### src/rtl/skewed_sync_chain.sv
// Correlation shaper for unipolar stochastic bitstreams: each lower stream is
// re-timed against the already-shaped stream above it through a saturating bit bank.
module skewed_sync_chain #(
    parameter int CH    = 4,
    parameter int DEPTH = 4
) (
    input  logic          clk,
    input  logic          rst_n,
    input  logic          en,
    input  logic          clr,
    input  logic          mode,
    input  logic [CH-1:0] in,
    output logic [CH-1:0] out,
    output logic [CH-2:0] drop,
    output logic [CH-2:0] cnt_nz
);

    localparam logic [DEPTH-1:0] CNT_MAX = '1;

    typedef struct packed {
        logic             bit_out;
        logic             dropped;
        logic [DEPTH-1:0] cnt;
    } step_t;

    logic [CH-2:0][DEPTH-1:0] cnt;
    logic [CH-2:0][DEPTH-1:0] cnt_nxt;
    logic                     mode_q;
    logic                     flush;
    logic                     normal;

    // Bank a bit (emit 0); a full bank discards the bit instead of wrapping.
    function automatic step_t bank_store(input logic [DEPTH-1:0] c);
        step_t s;
        s.bit_out = 1'b0;
        s.dropped = (c == CNT_MAX);
        s.cnt     = s.dropped ? c : c + DEPTH'(1);
        return s;
    endfunction

    function automatic step_t bank_release(input logic [DEPTH-1:0] c);
        step_t s;
        s.bit_out = (c != '0);
        s.dropped = 1'b0;
        s.cnt     = s.bit_out ? c - DEPTH'(1) : c;
        return s;
    endfunction

    function automatic step_t bank_pass(input logic b, input logic [DEPTH-1:0] c);
        step_t s;
        s.bit_out = b;
        s.dropped = 1'b0;
        s.cnt     = c;
        return s;
    endfunction

    // One shaping stage: r is the shaped stream above, x the raw stream of this stage.
    function automatic step_t stage_step(input logic anti, input logic r, input logic x,
                                         input logic [DEPTH-1:0] c);
        step_t s;
        case ({anti, r, x})
            3'b011:  s = bank_pass(1'b1, c);
            3'b010:  s = bank_release(c);
            3'b001:  s = bank_store(c);
            3'b000:  s = bank_pass(1'b0, c);
            3'b111:  s = bank_store(c);
            3'b100:  s = bank_release(c);
            3'b110:  s = bank_pass(1'b0, c);
            3'b101:  s = bank_pass(1'b1, c);
            default: s = bank_pass(x, c);
        endcase
        return s;
    endfunction

    always_comb begin
        step_t st;
        st      = '0;
        out     = in;
        drop    = '0;
        cnt_nxt = cnt;
        flush   = clr || (mode != mode_q);
        normal  = rst_n && !flush && en;
        if (flush) begin
            cnt_nxt = '0;
        end else if (normal) begin
            // Top-down so each stage sees the final shaped bit of the stage above.
            for (int k = CH - 2; k >= 0; k--) begin
                st         = stage_step(mode_q, out[k+1], in[k], cnt[k]);
                out[k]     = st.bit_out;
                drop[k]    = st.dropped;
                cnt_nxt[k] = st.cnt;
            end
        end
    end

    always_ff @(posedge clk or negedge rst_n) begin
        if (!rst_n) begin
            cnt    <= '0;
            mode_q <= 1'b0;
        end else begin
            cnt    <= cnt_nxt;
            mode_q <= mode;
        end
    end

    always_comb begin
        cnt_nz = '0;
        for (int k = 0; k < CH - 1; k++) begin
            cnt_nz[k] = |cnt[k];
        end
    end

endmodule

### config.mk
export PLATFORM = sky130hd
export DESIGN_NAME = skewed_sync_chain
export DESIGN_NICKNAME = d
export VERILOG_FILES = /design/src/rtl/skewed_sync_chain.sv
export SDC_FILE = /design/constraint.sdc
export NUM_CORES = 1
export LEC_CHECK = 0
export ABC_AREA = 1
export BUFFER_PORTS_ARGS = -buffer_cell sky130_fd_sc_hd__buf_4
export CAP_MARGIN = 20
export CORE_UTILIZATION = 30
export CTS_CLUSTER_SIZE = 8
export DETAILED_ROUTE_END_ITERATION = 7
export GPL_TIMING_DRIVEN = 0
export PLACE_DENSITY = 0.53
export SETUP_SLACK_MARGIN = 0.2
export SLEW_MARGIN = 20
export SYNTH_ARGS = -nofsm -noshare
export SYNTH_HDL_FRONTEND = slang
export SYNTH_SLANG_ARGS = --single-unit
### constraint.sdc
create_clock -name clk -period 5 [get_ports clk]
set_input_delay 0.5 -clock clk [delete_from_list [all_inputs] [get_ports clk]]
set_output_delay 0.5 -clock clk [all_outputs]
set_load 0.02 [all_outputs]
# [Word-level counts from Yosys, hierarchy flattened]
# Index checks and enable logic that the tools add are counted.
[word_totals] ff_bits=13 wordCells=95 input_bits=9 output_inout_bits=10
[classes] n_eq_ne=37 n_mux=19 addsub=6 reduce_logical=29
[ops] cell="one-hot mux 6 bit (4 select lines)" n=3
[ops] cell="equality test 3 bit, second input constant" n=12
[ops] cell="two-way mux 12 bit" n=2
[ops] cell="two-way mux 4 bit" n=6
[ops] cell="two-way mux 6 bit" n=4
[ops] cell="OR reduction 2 bit" n=12
[ops] cell="equality test 3 x 2 -> 1 bit, second input constant" n=6
[ops] cell="AND reduction 5 bit" n=3
[ops] cell="adder 4 x 1 -> 4 bit, second input constant" n=3
[ops] cell="equality test 4 bit, second input constant" n=3
[ops] cell="two-way mux 3 bit" n=4
[ops] cell="inequality test 2 x 1 -> 1 bit, second input constant" n=6
[ops] cell="nonzero test 4 bit" n=3
[ops] cell="OR reduction 4 bit" n=3
[ops] cell="subtractor 4 x 1 -> 4 bit, second input constant" n=3
[ops] cell="equality test 3 x 1 -> 1 bit, second input constant" n=3
[ops] cell="zero test 3 bit" n=3
[ops] cell="inequality test 3 x 1 -> 1 bit, second input constant" n=3
[ops] cell="inequality test 3 bit, second input constant" n=3
[ops] cell="logical AND 1 bit" n=2
[ops] cell="nonzero test 2 bit" n=1
[ops] cell="zero test 1 bit" n=1
[ops] cell="logical OR 1 bit" n=1
[ops] cell="inequality test 1 bit" n=1

# [Logic depth before layout (Yosys ltp)]
# Gate-level depths: netlist of the first run.
[depth] ltp_word=17 depth_mapped=19 ltp_nobuf=19

# [Worst setup path before layout of the first run]
# No wires, ideal clock.
[synth_path] kind="flip-flop to flip-flop" start="reg cnt[8] (netlist bit)" end="reg cnt[3] (netlist bit)" path_stages_with_launch=19 path_buffers=0 slack_ns=2.540 required_time_ns=4.935 arrival_ns=2.395 cell_sequence="dfrtp_1 -> nor2_1 -> nand2_1 -> nand3_1 -> nand2_2 -> inv_2 -> nand2_2 -> nand2_2 -> inv_1 -> ha_1 -> a21oi_1 -> nand2_1 -> xor2_1 -> or2_0 -> o21ai_1 -> nand2_1 -> inv_1 -> nand3_1 -> nand2_1"
[synth_between] elab_chain_len=14 elab_cells_between_ends=39 classes_between="eq/ne (18); mux (9); reduce/logical (12)"
[synth_rtl] item="start, declared" line_no="26" rtl="logic [CH-2:0][DEPTH-1:0] cnt;"
[synth_rtl] item="start signal, assigned" line_no="101" rtl="cnt <= cnt_nxt;"
[synth_rtl] item="nonzero test 4 bit (*)" line_no="43" rtl="s.bit_out = (c != '0);"
[synth_rtl] item="one-hot mux 6 bit (4 select lines) (*)" line_no="61" rtl="case ({anti, r, x})"
[synth_rtl] item="two-way mux 6 bit (*)" line_no="85" rtl="end else if (normal) begin"
[synth_rtl] item="two-way mux 6 bit (*)" line_no="83" rtl="if (flush) begin"
[synth_rtl] item="equality test 3 bit, or another cell as far along" line_no="61"
[synth_rtl] item="OR reduction 2 bit (no source line)"
[synth_rtl] item="one-hot mux 6 bit (4 select lines) (*)" line_no="61"
[synth_rtl] item="two-way mux 6 bit (*)" line_no="85"
[synth_rtl] item="two-way mux 6 bit (*)" line_no="83"
[synth_rtl] item="equality test 3 bit, or another cell as far along" line_no="61"
[synth_rtl] item="OR reduction 2 bit (no source line)"
[synth_rtl] item="one-hot mux 6 bit (4 select lines)" line_no="61"
[synth_rtl] item="two-way mux 12 bit" line_no="85"
[synth_rtl] item="two-way mux 12 bit" line_no="83"
# Mark *: on every way between the ends. The rest lies on a longest branch, timed or not. The select of a mux whose other input is x is not followed.
# A chain may end at the register's enable or synchronous reset.

# [Worst setup path in the final report of the first run]
# Ends and elaborated chain as after synthesis.

==> impl_metrics.yaml, run 1 <==
timing:
  fmax_mhz: 382.7
  setup_tns_ns: 0
  min_period_over_period: 0.5226
  fin_skew_ns: 0.001994
  hold_violations: 0
  layout_min_cycle_time_ns: 2.613
  setup_viol: 0
  worstMarginPinSlew_ns: 0.3190
  relSlewSlack: 0.7866
  whs_ns: 0.1036
  rsz0062_at_grt: "false"
  drv_slew: 0
setup_path:
  endpoint_kind: "flip-flop"
  cp-start-kind: "flip-flop"
  reg2reg_from: "cnt[8]"
  crit_start: "cnt[8]"
  crit_type: "reg2reg"
  crit_fanout: 6
  critPathArrivalTime_ns: 2.79
  worstPathRequired_ns: 5.18
clocking:
  cts_resized: 0
  htreeDepth: 1
  cts.clk_slew.worst_paths_ns: 0.06
  cts_tree: "done"
  clock_latency_ns: 0.24
  clk_path_buf_depth: 2
  cts_root_buffer: "clkbuf_8"
  post-cts-setup-buffers: 0
  cts_buffers: 3
  clock-sinks: 13
  hold_buffers: 0
yosys:
  yosysSeqAreaShare: 0.2481
  synthSimpleGateAreaFrac: 0.3616
  yosysWarnings: 0
  syn_area_per_cell_sq_um: 7.205
  synth_fa_ha_area_frac: 0.1031
  yosysUniqueCellTypes: 35
  synth_compound_area_frac: 0.1183
  synthTopCellsByArea: "dfrtp_1 (25%), nand2_1 (12%), inv_1 (6.6%)"
  synthCells: 182
  synth_area_sq_um: 1311
  syn_nets: 200
  synth_top_family_by_area: "simple AND/OR/NAND/NOR gates"
  yosys.area.top_type_share: 0.2481
  yosys.area.top_type: "dfrtp_1"
  synth-seq-cells: 13
  synthMuxAreaShare: 0
  synth_xor_area_frac: 0.06393
route:
  drt_first_pass_iters: 4
  routed_wl_um: 2918
  drtIter0Drc: 87
  dr_total_vias: 1193
  drc: 0
  drtAntennaViolNets: 0
  routed_via_density: 4.697
  wl_per_cell_um: 11.49
layout:
  layout-drive-gt1-share: 0.2059
  nets: 223
  instances_no_fill: 254
  areaGrowthSynthToFinish_pct: 18.51
  diodes: 0
global_routing:
  met3_usage: 0.03000
  overflow: 0
  grt_pass1_wl_um: 4919
  grt-busiest-layer: "met2"
  track_usage: 0.1424
  use_met2: 0.2451
  grt_use_met1: 0.1838
  grt_pass1_vias: 1117
  antenna_found_initial: 0
  grt_max_degree: 15
power:
  p_leak_nw: 0.7975
  fin_total_pwr_uw: 407.5
  peakVddDrop_uv: 81.19
  power_density_nw_per_um2: 262.2
placement:
  gp_congestion: 0.7652
  dp_cells: 250
  dp_hpwl_um: 2332
  portBuffers: 18
floorplan:
  core_sq_um: 4086
  die-area_sq_um: 4639
  fp.dieH_um: 68.11
  rows: 23
  start_util: 0.3209
  die_w_um: 68.11
  ios: 19
min_path:
  hold_path.class: "in2async"
run_status:
  outcome: "completed"
job:
  drv_cap: 0
==> area by class of cell <==
cell class	instances	area (sq um)
well taps	50	62.56
clock buffers	4	45.04
flip-flops and latches	13	325.3
inverters	27	107.6
fillers	443	2532
repair buffers	18	135.1
multi-input cells	138	848.3
plain buffers	4	30.03
==> stage by stage <==
stage / utilization / setup WS, ns / cell area, sq um
floorplan: - / 2.540 / 1311
global route: 0.3803 / 2.055 / 1554
global placement: 0.3693 / 2.261 / 1509
detailed placement: 0.3693 / 2.245 / 1509
finish: 0.3803 / 2.387 / 1554
CTS: 0.3803 / 2.366 / 1554
==> kinds of logic after synthesis <==
family,count (synthesis)
compound gates,27
xor+xnor,8
fa+ha+maj,9
buf+inv,31
flops,13
simple gates,94
==> metal layers <==
layer	wire, um	vias to the layer above
met5	0	-
met4	19	0
met3	76	2
met2	1337	9
met1	1484	531
li1	-	651
==> placed cells by master (no fill, tap or decap), drive strengths merged <==
cell type | synthesis | routed
a211oi | 2 | 2
a21oi | 7 | 7
and2 | 1 | 1
buf | 3 | 21
clkbuf | 1 | 5
clkinv | 1 | 1
dfrtp | 13 | 13
fa | 3 | 3
ha | 6 | 6
inv | 26 | 26
nand2 | 49 | 49
nand3 | 19 | 19
nand3b | 2 | 2
nand4 | 5 | 5
nor2 | 12 | 12
nor3 | 3 | 3
nor4 | 2 | 2
o2111ai | 2 | 2
o211ai | 2 | 2
o21ai | 12 | 12
o22ai | 2 | 2
or2 | 1 | 1
xnor2 | 2 | 2
xnor3 | 1 | 1
xor2 | 5 | 5
==> worst max-delay path, stage by stage, from the launching register on <==
cell,delay [ns]
dfrtp_1,0.43
nor2_1,0.17
nand2_1,0.12
nand3_1,0.16
nand2_2,0.10
inv_2,0.07
nand2_2,0.07
nand2_2,0.12
inv_1,0.07
ha_1,0.32
a21oi_1,0.16
nand2_1,0.08
xor2_1,0.15
or2_0,0.21
o21ai_1,0.08
nand2_1,0.06
inv_1,0.05
nand3_1,0.06
nand2_1,0.07
==> cells in the mapped netlist, drive strengths merged <==
master,n
nand4,5
o2111ai,2
nor3,3
and2,1
inv,26
fa,3
xor2,5
a211oi,2
xnor2,2
clkinv,1
nor4,2
o211ai,2
o22ai,2
buf,3
nor2,12
ha,6
a21oi,7
clkbuf,1
nand2,49
dfrtp,13
nand3,19
nand3b,2
o21ai,12
xnor3,1
or2,1
==> path summary, 6_finish.rpt <==
check                           to  slack, ns  depth (start not counted)
setup / recovery            cnt[3]       2.39                         18
hold / removal              cnt[1]       0.10                          1
setup reg to reg            cnt[3]       2.39                         18
hold reg to reg             cnt[3]       0.53                          2
max in group asynchronous  cnt[11]       4.72                          1
min in group clk            mode_q       0.39                          1
==> registers in the layout, indices dropped and copies added, names as in the netlist <==
register  count
mode_q        1
cnt          12
==> power breakdown <==
group	switching [mW]	internal (mW)
combinational	0.111	0.0705
clock	0.0383	0.0562
sequential	0.0145	0.117
total	0.164	0.244
Power figures use the tool's default switching activity.
==> run 2, diff against run 1 <==
==> constraint.sdc (replaced) <==
create_clock -name clk -period 2.61 [get_ports clk]
set_input_delay 0.261 -clock clk [delete_from_list [all_inputs] [get_ports clk]]
set_output_delay 0.261 -clock clk [all_outputs]
set_load 0.02 [all_outputs]
==> impl_metrics.yaml, run 2 (synthesis gave the netlist of run 1 again) <==
floorplan:
  ios: 19
  die-area_sq_um: 4639
  start_util: 0.3209
  core_sq_um: 4086
  fp.dieH_um: 68.11
  rows: 23
  die_w_um: 68.11
setup_path:
  worstPathRequired_ns: 2.79
  crit_fanout: 4
  crit_start: "cnt[11]"
  crit_type: "reg2reg"
  critPathArrivalTime_ns: 2.44
  endpoint_kind: "flip-flop"
  reg2reg_from: "cnt[11]"
  cp-start-kind: "flip-flop"
min_path:
  min-delay-start: "mode"
  hold_path.class: "in2reg"
timing:
  whs_ns: 0.1467
  hold_violations: 0
  fin_skew_ns: 0.003214
  setup_tns_ns: 0
  finalWorstSetupSlack_ns: 0.3472
  rsz0062_at_grt: "true"
  layout_min_cycle_time_ns: 2.263
  setup_viol: 0
  worstMarginPinSlew_ns: 0.3441
  drv_slew: 0
  fmax_mhz: 441.9
  relSlewSlack: 0.7706
  min_period_over_period: 0.8670
placement:
  place_area_sq_um: 1514
  dp_hpwl_um: 2258
  portBuffers: 18
  gp_congestion: 0.7508
  pre_cts_slack_ns: 0.04836
global_routing:
  grt_pass1_wl_um: 4981
  antenna_found_initial: 0
  grt_pass1_vias: 1143
  track_usage: 0.1433
  overflow: 0
  grt_max_degree: 15
layout:
  layout-drive-gt1-share: 0.2981
  layout_common_cells: "nand2_1 (39), buf_4 (23), inv_1 (21), nand3_1 (15), dfrtp_1 (10)"
  diodes: 0
  areaGrowthSynthToFinish_pct: 27.58
  top_regs: "cnt (12), mode_q (1)"
  stdcell_area_sq_um: 1673
  layout_commonest_cell: "nand2_1"
  nets: 227
  largest_reg_flops: 12
  largest_register: "cnt"
power:
  p_sw_uw: 335.9
  p_leak_nw: 0.8215
  seq_power_share: 0.302
  power.internal_uw: 502.5
  p_clk_frac: 0.213
  switching_share: 0.4006
  peakVddDrop_uv: 147.7
  power_frac_comb: 0.485
  power_density_nw_per_um2: 501.2
route:
  routed_via_density: 4.733
  dr_total_vias: 1221
  drt_first_pass_iters: 4
  routed_wl_um: 2951
  drc: 0
  drtAntennaViolNets: 0
  wl_per_cell_um: 11.44
  drtIter0Drc: 84
job:
  drv_cap: 0
clocking:
  cts_tree: "done"
  cts_buffers: 3
  clk_path_buf_depth: 2
  htreeDepth: 1
  clock_latency_ns: 0.24
  cts_root_buffer: "clkbuf_8"
  clock-sinks: 13
  cts.clk_slew.worst_paths_ns: 0.05
run_status:
  outcome: "completed"
run 2: path summary, 6_finish.rpt:
check / end / cells after the start / slack [ns]
hold reg to reg: cnt[3] / 2 / 0.53
max in group asynchronous: cnt[4] / 2 / 2.01
hold / removal: mode_q / 1 / 0.15
setup reg to reg: cnt[3] / 18 / 0.35
min in group asynchronous: cnt[11] / 2 / 0.41
setup / recovery: cnt[3] / 18 / 0.35
run 2: layout make-up:
| cell class | count | area, sq um |
|---|---|---|
| plain buffers | 4 | 30.03 |
| clock buffers | 4 | 45.04 |
| inverters | 27 | 110.1 |
| flip-flops and latches | 13 | 329.1 |
| multi-input cells | 138 | 928.4 |
| fillers | 424 | 2414 |
| repair buffers | 22 | 167.7 |
| well taps | 50 | 62.56 |
run 2: layer usage:
metal | global-route usage | share of wire | vias to the layer above
li1 | - | - | 659
met1 | 0.1937 | 0.50 | 543
met2 | 0.2328 | 0.46 | 14
met4 | 0.04688 | 0.013 | 0
met5 | 0 | 0 | -
met3 | 0.02000 | 0.028 | 5
run 2: timing repair:
item / CTS / global route
hold buffers: 1 / 0
cloned: 0 / 0
pin swaps: 0 / 4
setup buffers: 1 / 2
endpoints found under the setup margin: 1 / 2
resized for setup: 10 / 12
hold endpoints to repair: 13 / 0
run 2: power by group through the flow:
stage	sequential [mW]	clock [mW]	combinational, mW
CTS	0.253	0.185	0.390
finish	0.253	0.178	0.407
detailed placement	0.256	0	0.352
global route	0.257	0.190	0.454
floorplan	0.249	0	0.257
global placement	0.257	0	0.352
run 2: metrics by stage:
| step | instances | util | total power, mW |
|---|---|---|---|
| global placement | 250 | 0.3705 | 0.6089 |
| finish | 258 | 0.4094 | 0.8384 |
| detailed placement | 250 | 0.3705 | 0.6084 |
| floorplan | 182 | - | 0.5064 |
| CTS | 256 | 0.3971 | 0.8273 |
| global route | 258 | 0.4094 | 0.9012 |
run 2: critical path: stages, from the launching register on:
cell     delay (ns)
dfrtp_1        0.41
nor2_2         0.15
nand2_2        0.09
nand3_2        0.09
nand2_2        0.07
inv_2          0.08
nand2_4        0.06
nand2_4        0.08
inv_2          0.05
ha_4           0.22
a21oi_1        0.14
nand2_1        0.09
xor2_1         0.15
or2_0          0.22
o21ai_1        0.07
nand2_1        0.06
inv_1          0.05
nand3_1        0.06
nand2_1        0.07
==> run 3, diff against run 2 <==
--- a/config.mk
+++ b/config.mk
@@ -11,7 +11,7 @@
 export CORE_UTILIZATION = 30
 export CTS_CLUSTER_SIZE = 8
 export DETAILED_ROUTE_END_ITERATION = 7
-export GPL_TIMING_DRIVEN = 0
+export GPL_TIMING_DRIVEN = 1
 export PLACE_DENSITY = 0.53
 export SETUP_SLACK_MARGIN = 0.2
 export SLEW_MARGIN = 20
==> impl_metrics.yaml, run 3 (synthesis gave the netlist of run 1 again) <==
run_status:
  outcome: "completed"
timing:
  setup_viol: 0
  worstMarginPinSlew_ns: 0.2921
  layout_min_cycle_time_ns: 2.267
  drv_slew: 0
  whs_ns: 0.1507
  fin_skew_ns: 0.004079
  relSlewSlack: 0.8035
  fmax_mhz: 441.2
  min_period_over_period: 0.8684
  setup_tns_ns: 0
  rsz0062_at_grt: "true"
  hold_violations: 0
clocking:
  cts.clk_slew.worst_paths_ns: 0.06
  cts_buffers: 3
  clock-sinks: 13
  htreeDepth: 1
  clock_latency_ns: 0.24
  cts_tree: "done"
  cts_root_buffer: "clkbuf_8"
  clk_path_buf_depth: 2
route:
  routed_wl_um: 3171
  drtIter0Drc: 81
  wl_per_cell_um: 11.79
  dr_total_vias: 1284
  drc: 0
  routed_via_density: 4.773
  drt_first_pass_iters: 4
  drtAntennaViolNets: 0
layout:
  layout_common_cells: "nand2_1 (40), buf_4 (35), inv_1 (21), nand3_1 (15), dfrtp_1 (12)"
  diodes: 0
  top_regs: "cnt (12), mode_q (1)"
  largest_register: "cnt"
  largest_reg_flops: 12
  nets: 238
  areaGrowthSynthToFinish_pct: 35.59
  layout-drive-gt1-share: 0.3333
  instances_no_fill: 269
  layout_commonest_cell: "nand2_1"
setup_path:
  worstPathRequired_ns: 2.79
  cp_slowest_stage_delay_ns: 0.45
  critPathArrivalTime_ns: 2.45
  crit_fanout: 8
  critPathSlowestCell: "dfrtp_2"
  crit_type: "reg2reg"
  endpoint_kind: "flip-flop"
  cp-start-kind: "flip-flop"
  cp_common_cell: "nand2_1"
  worstPathCellList: "inv_6, buf_4, a21oi_1, nand2_4, inv_2, ha_4, a21oi_2, nand2_1, xor2_1, or2_0, o21ai_1, nand2_1, inv_1, nand3_1, nand2_1"
power:
  p_leak_nw: 0.8841
  p_sw_uw: 347.5
  power.internal_uw: 527.0
  peakVddDrop_uv: 150.4
  power_density_nw_per_um2: 491.9
  seq_power_share: 0.281
  power_frac_comb: 0.512
  switching_share: 0.3974
  p_clk_frac: 0.207
floorplan:
  die-area_sq_um: 4639
  die_w_um: 68.11
  core_sq_um: 4086
  start_util: 0.3209
  rows: 23
  fp.dieH_um: 68.11
  ios: 19
placement:
  gp_congestion: 0.7901
  portBuffers: 18
  dp_hpwl_um: 2382
  dp_cells: 252
min_path:
  hold_path.class: "in2reg"
global_routing:
  grt_max_degree: 15
  overflow: 0
  grt_pass1_wl_um: 5250
  grt_pass1_vias: 1177
  track_usage: 0.1513
  antenna_found_initial: 0
job:
  drv_cap: 0
run 3: timing repair:
action	4_1_cts	5_1_grt
resized for setup	7	14
hold buffers	1	0
hold endpoints to repair	13	0
pin swaps	2	8
buffers inserted	8	4
endpoints found under the setup margin	2	5
run 3: power by group through the flow:
stage          combinational [mW]  clock, mW  sequential [mW]
2_1_floorplan               0.257          0            0.249
3_3_place_gp                0.377          0            0.248
3_5_place_dp                0.377          0            0.247
4_1_cts                     0.410      0.186            0.245
5_1_grt                     0.503      0.197            0.248
6_report                    0.448      0.181            0.246
run 3: worst paths after layout:
kind	end	cells past startpoint	slack, ns	start
max reg2reg	cnt[3]	15	0.34	mode_q
min reg2reg	cnt[1]	2	0.52	cnt[1]
max	cnt[3]	15	0.34	mode_q
min in group asynchronous	cnt[2]	2	0.42	rst_n
max in group asynchronous	mode_q	2	1.98	rst_n
min	mode_q	1	0.15	mode
run 3: final cells by class:
type | instances | area, sq um
sequential | 13 | 326.6
tap | 50 | 62.56
inverter | 27 | 107.6
timing repair buffer | 37 | 292.8
multi-input combinational | 138 | 943.4
fill | 412 | 2308
clock buffer | 4 | 45.04
run 3: per-layer routing:
layer,wire (um),vias to the layer above,track usage
li1,-,680,-
met1,1491,581,0.2004
met2,1525,19,0.2525
met3,127,4,0.02500
met4,26,0,0.03906
met5,0,-,0
run 3: per-stage QoR:
stage / power [mW] / worst slack (ns) / cell area [sq um] / utilization
floorplan: 0.5064 / 0.2247 / 1316 / -
global placement: 0.6255 / 0.1048 / 1529 / 0.3742
detailed placement: 0.6241 / 0.05100 / 1529 / 0.3742
CTS: 0.8408 / 0.2263 / 1673 / 0.4094
global route: 0.9474 / 0.1476 / 1778 / 0.4351
finish: 0.8746 / 0.3434 / 1778 / 0.4351
run 3: critical path, delay by kind of cell, from the launching register on:
kind,cells,cell delay [ns]
AOI/OAI and AO/OA,3,0.49
xor gates and xnor gates,1,0.14
adders and majority gates,1,0.21
buffers and inverters,4,0.33
DFF,1,0.45
and+or+nand+nor,6,0.58
